File: config.mk
export PLATFORM = sky130hd
export DESIGN_NAME = serial_frame_rx
export DESIGN_NICKNAME = d
export VERILOG_FILES = /design/src/rtl/serial_frame_rx.sv
export SDC_FILE = /design/constraint.sdc
export NUM_CORES = 1
export LEC_CHECK = 0
export BUFFER_PORTS_ARGS = -buffer_cell sky130_fd_sc_hd__buf_4
export CORE_MARGIN = 2
export CORE_UTILIZATION = 30
export CTS_CLUSTER_DIAMETER = 150
export DETAILED_ROUTE_END_ITERATION = 12
export PLACE_DENSITY = 0.43
export SYNTH_ARGS = -nofsm -noshare
export SYNTH_HDL_FRONTEND = slang
export SYNTH_SLANG_ARGS = --single-unit
export TNS_END_PERCENT = 10
File: constraint.sdc
create_clock -name clk -period 1.9 [get_ports clk]
set_input_delay 0.38 -clock clk [delete_from_list [all_inputs] [get_ports clk]]
set_output_delay 0.38 -clock clk [all_outputs]
set_load 0.01 [all_outputs]
File: src/rtl/serial_frame_rx.sv
// serial_frame_rx: receives start-bit-framed words from a single-bit serial
// line, one bit per rising clk edge, LSB first, with optional even parity.
//
// Frame on sin: start(1), d[0]..d[WIDTH-1], [parity if PARITY_EN], stop(0).
//
// Ports
//   clk        : rising-edge clock, sin sampled on every edge
//   reset      : asynchronous, active-high, clears all state and outputs
//   sin        : serial data, idle level 0
//   data_out   : last received word, held until the next frame completes
//   valid      : one-cycle pulse when a frame completes
//   parity_err : qualifies valid, parity mismatch (always 0 when PARITY_EN=0)
//   frame_err  : qualifies valid, stop bit was 1
//   busy       : high while a frame is being received
module serial_frame_rx #(
  parameter int unsigned WIDTH     = 8,
  parameter bit          PARITY_EN = 1'b1
) (
  input  logic             clk,
  input  logic             reset,
  input  logic             sin,
  output logic [WIDTH-1:0] data_out,
  output logic             valid,
  output logic             parity_err,
  output logic             frame_err,
  output logic             busy
);

  localparam int unsigned CNT_W = (WIDTH > 1) ? $clog2(WIDTH) : 1;

  typedef enum logic [1:0] {
    S_IDLE   = 2'd0,
    S_DATA   = 2'd1,
    S_PARITY = 2'd2,
    S_STOP   = 2'd3
  } state_t;

  state_t           r_state;
  state_t           w_state_nxt;
  logic [CNT_W-1:0] r_cnt;
  logic [CNT_W-1:0] w_cnt_nxt;
  logic [WIDTH-1:0] r_shift;
  logic [WIDTH-1:0] w_shift_nxt;
  logic             r_par;
  logic             w_par_nxt;
  logic [WIDTH-1:0] w_data_nxt;
  logic             w_valid_nxt;
  logic             w_perr_nxt;
  logic             w_ferr_nxt;
  logic             w_busy_nxt;

  // State, datapath and registered outputs
  always_ff @(posedge clk or posedge reset) begin
    if (reset) begin
      r_state    <= S_IDLE;
      r_cnt      <= '0;
      r_shift    <= '0;
      r_par      <= 1'b0;
      data_out   <= '0;
      valid      <= 1'b0;
      parity_err <= 1'b0;
      frame_err  <= 1'b0;
      busy       <= 1'b0;
    end else begin
      r_state    <= w_state_nxt;
      r_cnt      <= w_cnt_nxt;
      r_shift    <= w_shift_nxt;
      r_par      <= w_par_nxt;
      data_out   <= w_data_nxt;
      valid      <= w_valid_nxt;
      parity_err <= w_perr_nxt;
      frame_err  <= w_ferr_nxt;
      busy       <= w_busy_nxt;
    end
  end

  // Next-state and next-output logic
  always_comb begin
    w_state_nxt = r_state;
    w_cnt_nxt   = r_cnt;
    w_shift_nxt = r_shift;
    w_par_nxt   = r_par;
    w_data_nxt  = data_out;
    w_valid_nxt = 1'b0;
    w_perr_nxt  = 1'b0;
    w_ferr_nxt  = 1'b0;

    case (r_state)
      S_IDLE: begin
        if (sin) begin
          w_state_nxt = S_DATA;
          w_cnt_nxt   = '0;
        end
      end

      S_DATA: begin
        w_shift_nxt[r_cnt] = sin;
        if (r_cnt == CNT_W'(WIDTH - 1)) begin
          w_cnt_nxt   = '0;
          w_state_nxt = PARITY_EN ? S_PARITY : S_STOP;
        end else begin
          w_cnt_nxt = r_cnt + CNT_W'(1);
        end
      end

      S_PARITY: begin
        w_par_nxt   = sin;
        w_state_nxt = S_STOP;
      end

      S_STOP: begin
        // A 1 here is a bad stop bit: it is consumed, never taken as a start.
        w_data_nxt  = r_shift;
        w_valid_nxt = 1'b1;
        w_ferr_nxt  = sin;
        w_perr_nxt  = PARITY_EN & (^{r_shift, r_par});
        w_state_nxt = S_IDLE;
      end

      default: begin
        w_state_nxt = S_IDLE;
      end
    endcase

    w_busy_nxt = (w_state_nxt != S_IDLE);
  end

endmodule

# Word level (Yosys, flattened, before mapping)
# Cells that the tools add are included.
# W data, S select, Z words.
totals:
  register_bits: 26
  latch_bits: 0
  ramBits: 0
  rom_bits: 0
  inputBits: 3
  output_inout_bits: 12
  word_cells: 35
  memories: 0
classes:
  n_addsub: 1
  mul: 0
  div: 0
  n_lt_le_gt_ge: 2
  n_eq_ne: 5
  shift: 0
  mux: 12
  bitwise_logic: 0
  n_reduce_logical: 6
ops:
  columns: ["cell", "n"]
  rows:
  - ["$reduce_xor A9 Y1", 1]
  - ["$bwmux W8", 1]
  - ["$pmux W2 S4", 1]
  - ["$mux W3", 2]
  - ["$pmux W3 S2", 1]
  - ["$eq A2 B2 Y1 const B", 2]
  - ["$lt A3 B4 Y1 const B", 1]
  - ["$mux W1", 4]
  - ["$mux W2", 2]
  - ["$reduce_bool A2 Y1", 2]
  - ["$add A3 B1 Y3 const B", 1]
  - ["$demux W1 S3", 1]
  - ["$eq A3 B3 Y1 const B", 1]
  - ["$ge A3 B1 Y1 const B", 1]
  - ["$eq A2 B1 Y1 const B", 1]
  - ["$logic_not A2 Y1", 1]
  - ["$ne A2 B2 Y1 const B", 1]
  - ["$reduce_and A2 Y1", 1]
  - ["$logic_and A1 B1 Y1", 1]

# Logic depth before layout (Yosys ltp)
depth:
  depth_word: 5
  ltp_mapped: 5
  mapped_depth_nobuf: 4

# Worst setup path after synthesis
# No wires, ideal clock.
synth_timing:
  path_kind: "flip-flop to flip-flop"
  startpoint: "register r_par"
  endpoint: "register parity_err"
  setup_time_ns: 0.125
  t_arrival_ns: 1.206
  t_required_ns: 1.775
  setup_slack_ns: 0.569
  path_stages_with_launch: 4
  path_buffers: 0
  period_less_slack_ns: 1.331
  path_cell_list: "dfrtp_1 -> xor2_1 -> xnor3_1 -> mux2_4"
synth_via:
  elab_chain_cells: 2
synth_lines:
  columns: ["item", "line_no", "rtl"]
  rows:
  - ["start, declared", "44", "logic r_par;"]
  - ["start signal, assigned", "68", "r_par <= w_par_nxt;"]
  - ["$reduce_xor A9 Y1", "116", "w_perr_nxt = PARITY_EN & (^{r_shift, r_par});"]
  - ["$mux W1", "88", "case (r_state)"]
  - ["named net w_perr_nxt", "48", "logic w_perr_nxt;"]
  - ["end signal, assigned", "71", "parity_err <= w_perr_nxt;"]
  - ["end, declared", "24", "output logic parity_err,"]
# The timed path passes the listed nets, and every way through them passes these cells.
# A chain may end at the register's enable or synchronous reset.

# Worst setup path in the final report
layout_timing:
  startpoint: "register r_state[1]"
  endpoint: "register r_shift[3]"
layout_via:
  elab_chain_cells: 1
layout_lines:
  columns: ["item", "line_no", "rtl"]
  rows:
  - ["start, declared", "38", "state_t r_state;"]
  - ["start signal, assigned", "65", "r_state <= w_state_nxt;"]
  - ["$eq A2 B1 Y1", "88", null]
  - ["end signal, assigned", "67", "r_shift <= w_shift_nxt;"]
  - ["end, declared", "42", "logic [WIDTH-1:0] r_shift;"]
# Every way passes these cells.

==> run_results.csv <==
group,metric,value,unit
status,status,"finished clean",
sta,clock_skew,0.00271,ns
clocking,cts.clk_slew.worst_paths,0.09,ns
sta,rsz0062_at_grt,"no",
clocking,cts_resized,0,
worst_setup_path,critPathLaunch,"r_state[1]",
clocking,cts.sink_count,26,
grt,grt_max_degree,27,
detailed_routing,ant_nets,0,
floorplan,fp.dieH,66.2,um
worst_setup_path,slowest_stage,"dfrtp_1",
floorplan,io_pins,15,
grt,grt_pass1_vias,719,
detailed_routing,routedWlPerCell,13.2,um
worst_setup_path,critPathMaxFanout,9,
floorplan,rows,22,
layout,drive_above_1_share,0.380,
sta,whs,0.162,ns
worst_setup_path,r2r_start,"r_state[1]",
sta,slew_viol_final,0,
sta,tns,0,ns
sta,min_period,1.49,ns
detailed_routing,firstDrtPassIters,2,
clocking,cts_max_path_buffers,2,
clocking,cts_tree,"built",
layout,nets,106,
clocking,h-tree-depth,1,
logic_synthesis,synth_cell_type_count,28,
detailed_routing,viasPerCell,4.53,
worst_setup_path,r2r-end,"r_shift[3]",
logic_synthesis,syn_area,1160,um^2
grt,grt_overflow_total,0,
layout,area_growth,17.8,%
power,power_density,1800,nW/um^2
clocking,cts_setup_buffers,0,
logic_synthesis,synth-seq-cells,26,
floorplan,die_w,66.2,um
logic_synthesis,yosys_warnings,0,
sta,slew_headroom,0.677,
detailed_routing,route.detailed.drc,0,
sta,worstMarginPinSlew,0.483,ns
clocking,cts_buffers,3,
floorplan,dieArea,4390,um^2
detailed_routing,wl,1960,um
logic_synthesis,syn_area_per_cell,13.5,um^2
worst_setup_path,cpPeakStageDelay,0.49,ns
layout,mostFrequentLayoutCell,"dfrtp_1",
worst_setup_path,crit_end,"r_shift[3]",
detailed_routing,vias,671,
floorplan,initial_core_util,0.315,
worst_setup_path,reg2regPathDepth,3,
sta,fmax,672,MHz
sta,setup_viol,0,
worst_setup_path,reg2reg_slack,0.41,ns
worst_setup_path,startpoint_type,"flop",
clocking,root_buffer,"clkbuf_8",
sta,period_share,0.784,
grt,grt.total_usage,0.110,
grt,antenna_found_initial,0,
clocking,postCtsHoldBufs,0,
worst_setup_path,critPathKind,"reg -> reg",
job,cap_violations,0,
worst_setup_path,worstSetupEndpointType,"flop",
logic_synthesis,synthCells,86,
worst_setup_path,crit_arrival,1.65,ns
floorplan,coreArea,3690,um^2
clocking,worstSkewPairLatency,0.26,ns
layout,n_antenna_cell,0,
sta,hold_viol_final,0,
placed_design,dp_hpwl,1350,um
logic_synthesis,syn_nets,91,
power,ir_worst_vdd,0.000567,V
grt,grt_pass1_wl,3620,um
placed_design,place.gp.congestion,0.655,
worst_setup_path,cp.required,2.06,ns
layout,mostFrequentLayoutCells,"dfrtp_1, mux2_2, buf_4",
placed_design,numPortBuffers,14,
detailed_routing,first_iter_violations,16,
power,p_leak,0.638,nW
hold_path,hold_path.class,"in -> async",
logic_synthesis,yosysSeqAreaShare,0.560,
worst_setup_path,cp_cell_sequence,"nand3b_1 -> nor3b_1 -> mux2_2",
==> sequential cells by signal (all words and copies together), names as in the netlist <==
register / flops
data_out: 8
frame_err: 1
r_par: 1
parity_err: 1
busy: 1
r_cnt: 3
valid: 1
r_shift: 8
r_state: 2
==> layout make-up <==
cell class,count,area [um^2]
Timing Repair Buffer,15,113
Tap cell,48,60.1
Multi-Input combinational cell,52,479
Clock buffer,4,55.1
Fill cell,382,2320
Sequential cell,26,651
Inverter,3,11.3
==> where the power goes <==
group | internal [mW] | switching [mW]
Clock | 0.185 | 0.168
Combinational | 0.680 | 0.381
Sequential | 0.806 | 0.238
==> cells in the mapped netlist <==
cell type | n | area share
mux2_2 | 17 | 0.16
buf_2 | 1 | 0.0043
nand3b_1 | 3 | 0.019
mux2_4 | 1 | 0.013
nand2_1 | 3 | 0.0097
o21bai_1 | 1 | 0.0065
xor3_1 | 1 | 0.020
a21o_1 | 1 | 0.0065
nor3b_4 | 1 | 0.016
xnor2_1 | 2 | 0.015
nand3_1 | 1 | 0.0043
nor2b_1 | 2 | 0.011
nor3_1 | 2 | 0.0086
o21ai_0 | 1 | 0.0043
nand4_1 | 1 | 0.0054
a22o_1 | 2 | 0.015
ha_1 | 2 | 0.022
xnor3_1 | 1 | 0.019
dfrtp_1 | 26 | 0.56
nor2_1 | 4 | 0.013
clkbuf_2 | 1 | 0.0043
and2b_1 | 1 | 0.0065
xor2_1 | 1 | 0.0075
and3_1 | 1 | 0.0054
o21a_1 | 1 | 0.0065
inv_1 | 3 | 0.0097
nor3b_1 | 2 | 0.013
clkbuf_1 | 3 | 0.0097
==> worst max-delay path: cells and delay by family (launching register included) <==
family           cells  cell delay (ns)
muxes                1             0.36
and+or+nand+nor      2             0.54
DFF                  1             0.49
==> per-stage QoR <==
step	util	std cells	total power, mW	worst slack [ns]	cell area, um^2
floorplan	-	86	1.82	0.569	1160
global placement	0.356	144	2.12	0.414	1310
detailed placement	0.356	144	2.13	0.403	1310
CTS	0.371	148	2.50	0.382	1370
global route	0.371	148	2.66	0.319	1370
finish	0.371	148	2.46	0.411	1370
==> cells by family after synthesis <==
group / share of synthesized area
simple gates: 0.112
fa+ha+maj: 0.0215
xor+xnor: 0.0624
flops: 0.560
compound gates: 0.0388
buf+inv: 0.0280
mux: 0.178
==> layer usage <==
| metal | GRT usage | wire [um] |
|---|---|---|
| met1 | 0.150 | 983 |
| met2 | 0.173 | 882 |
| met5 | 0 | 0 |
| met3 | 0.0221 | 81 |
| met4 | 0.0383 | 12 |
==> worst min-delay path by stage <==
stage	start	to	depth (start not counted)
CTS	reset	r_shift[5]	3
detailed placement	reset	busy	3
global placement	reset	valid	3
floorplan	reset	busy	1
global route	reset	data_out[2]	3
finish	reset	busy	3
No activity file was read; power rests on OpenSTA's default activity.
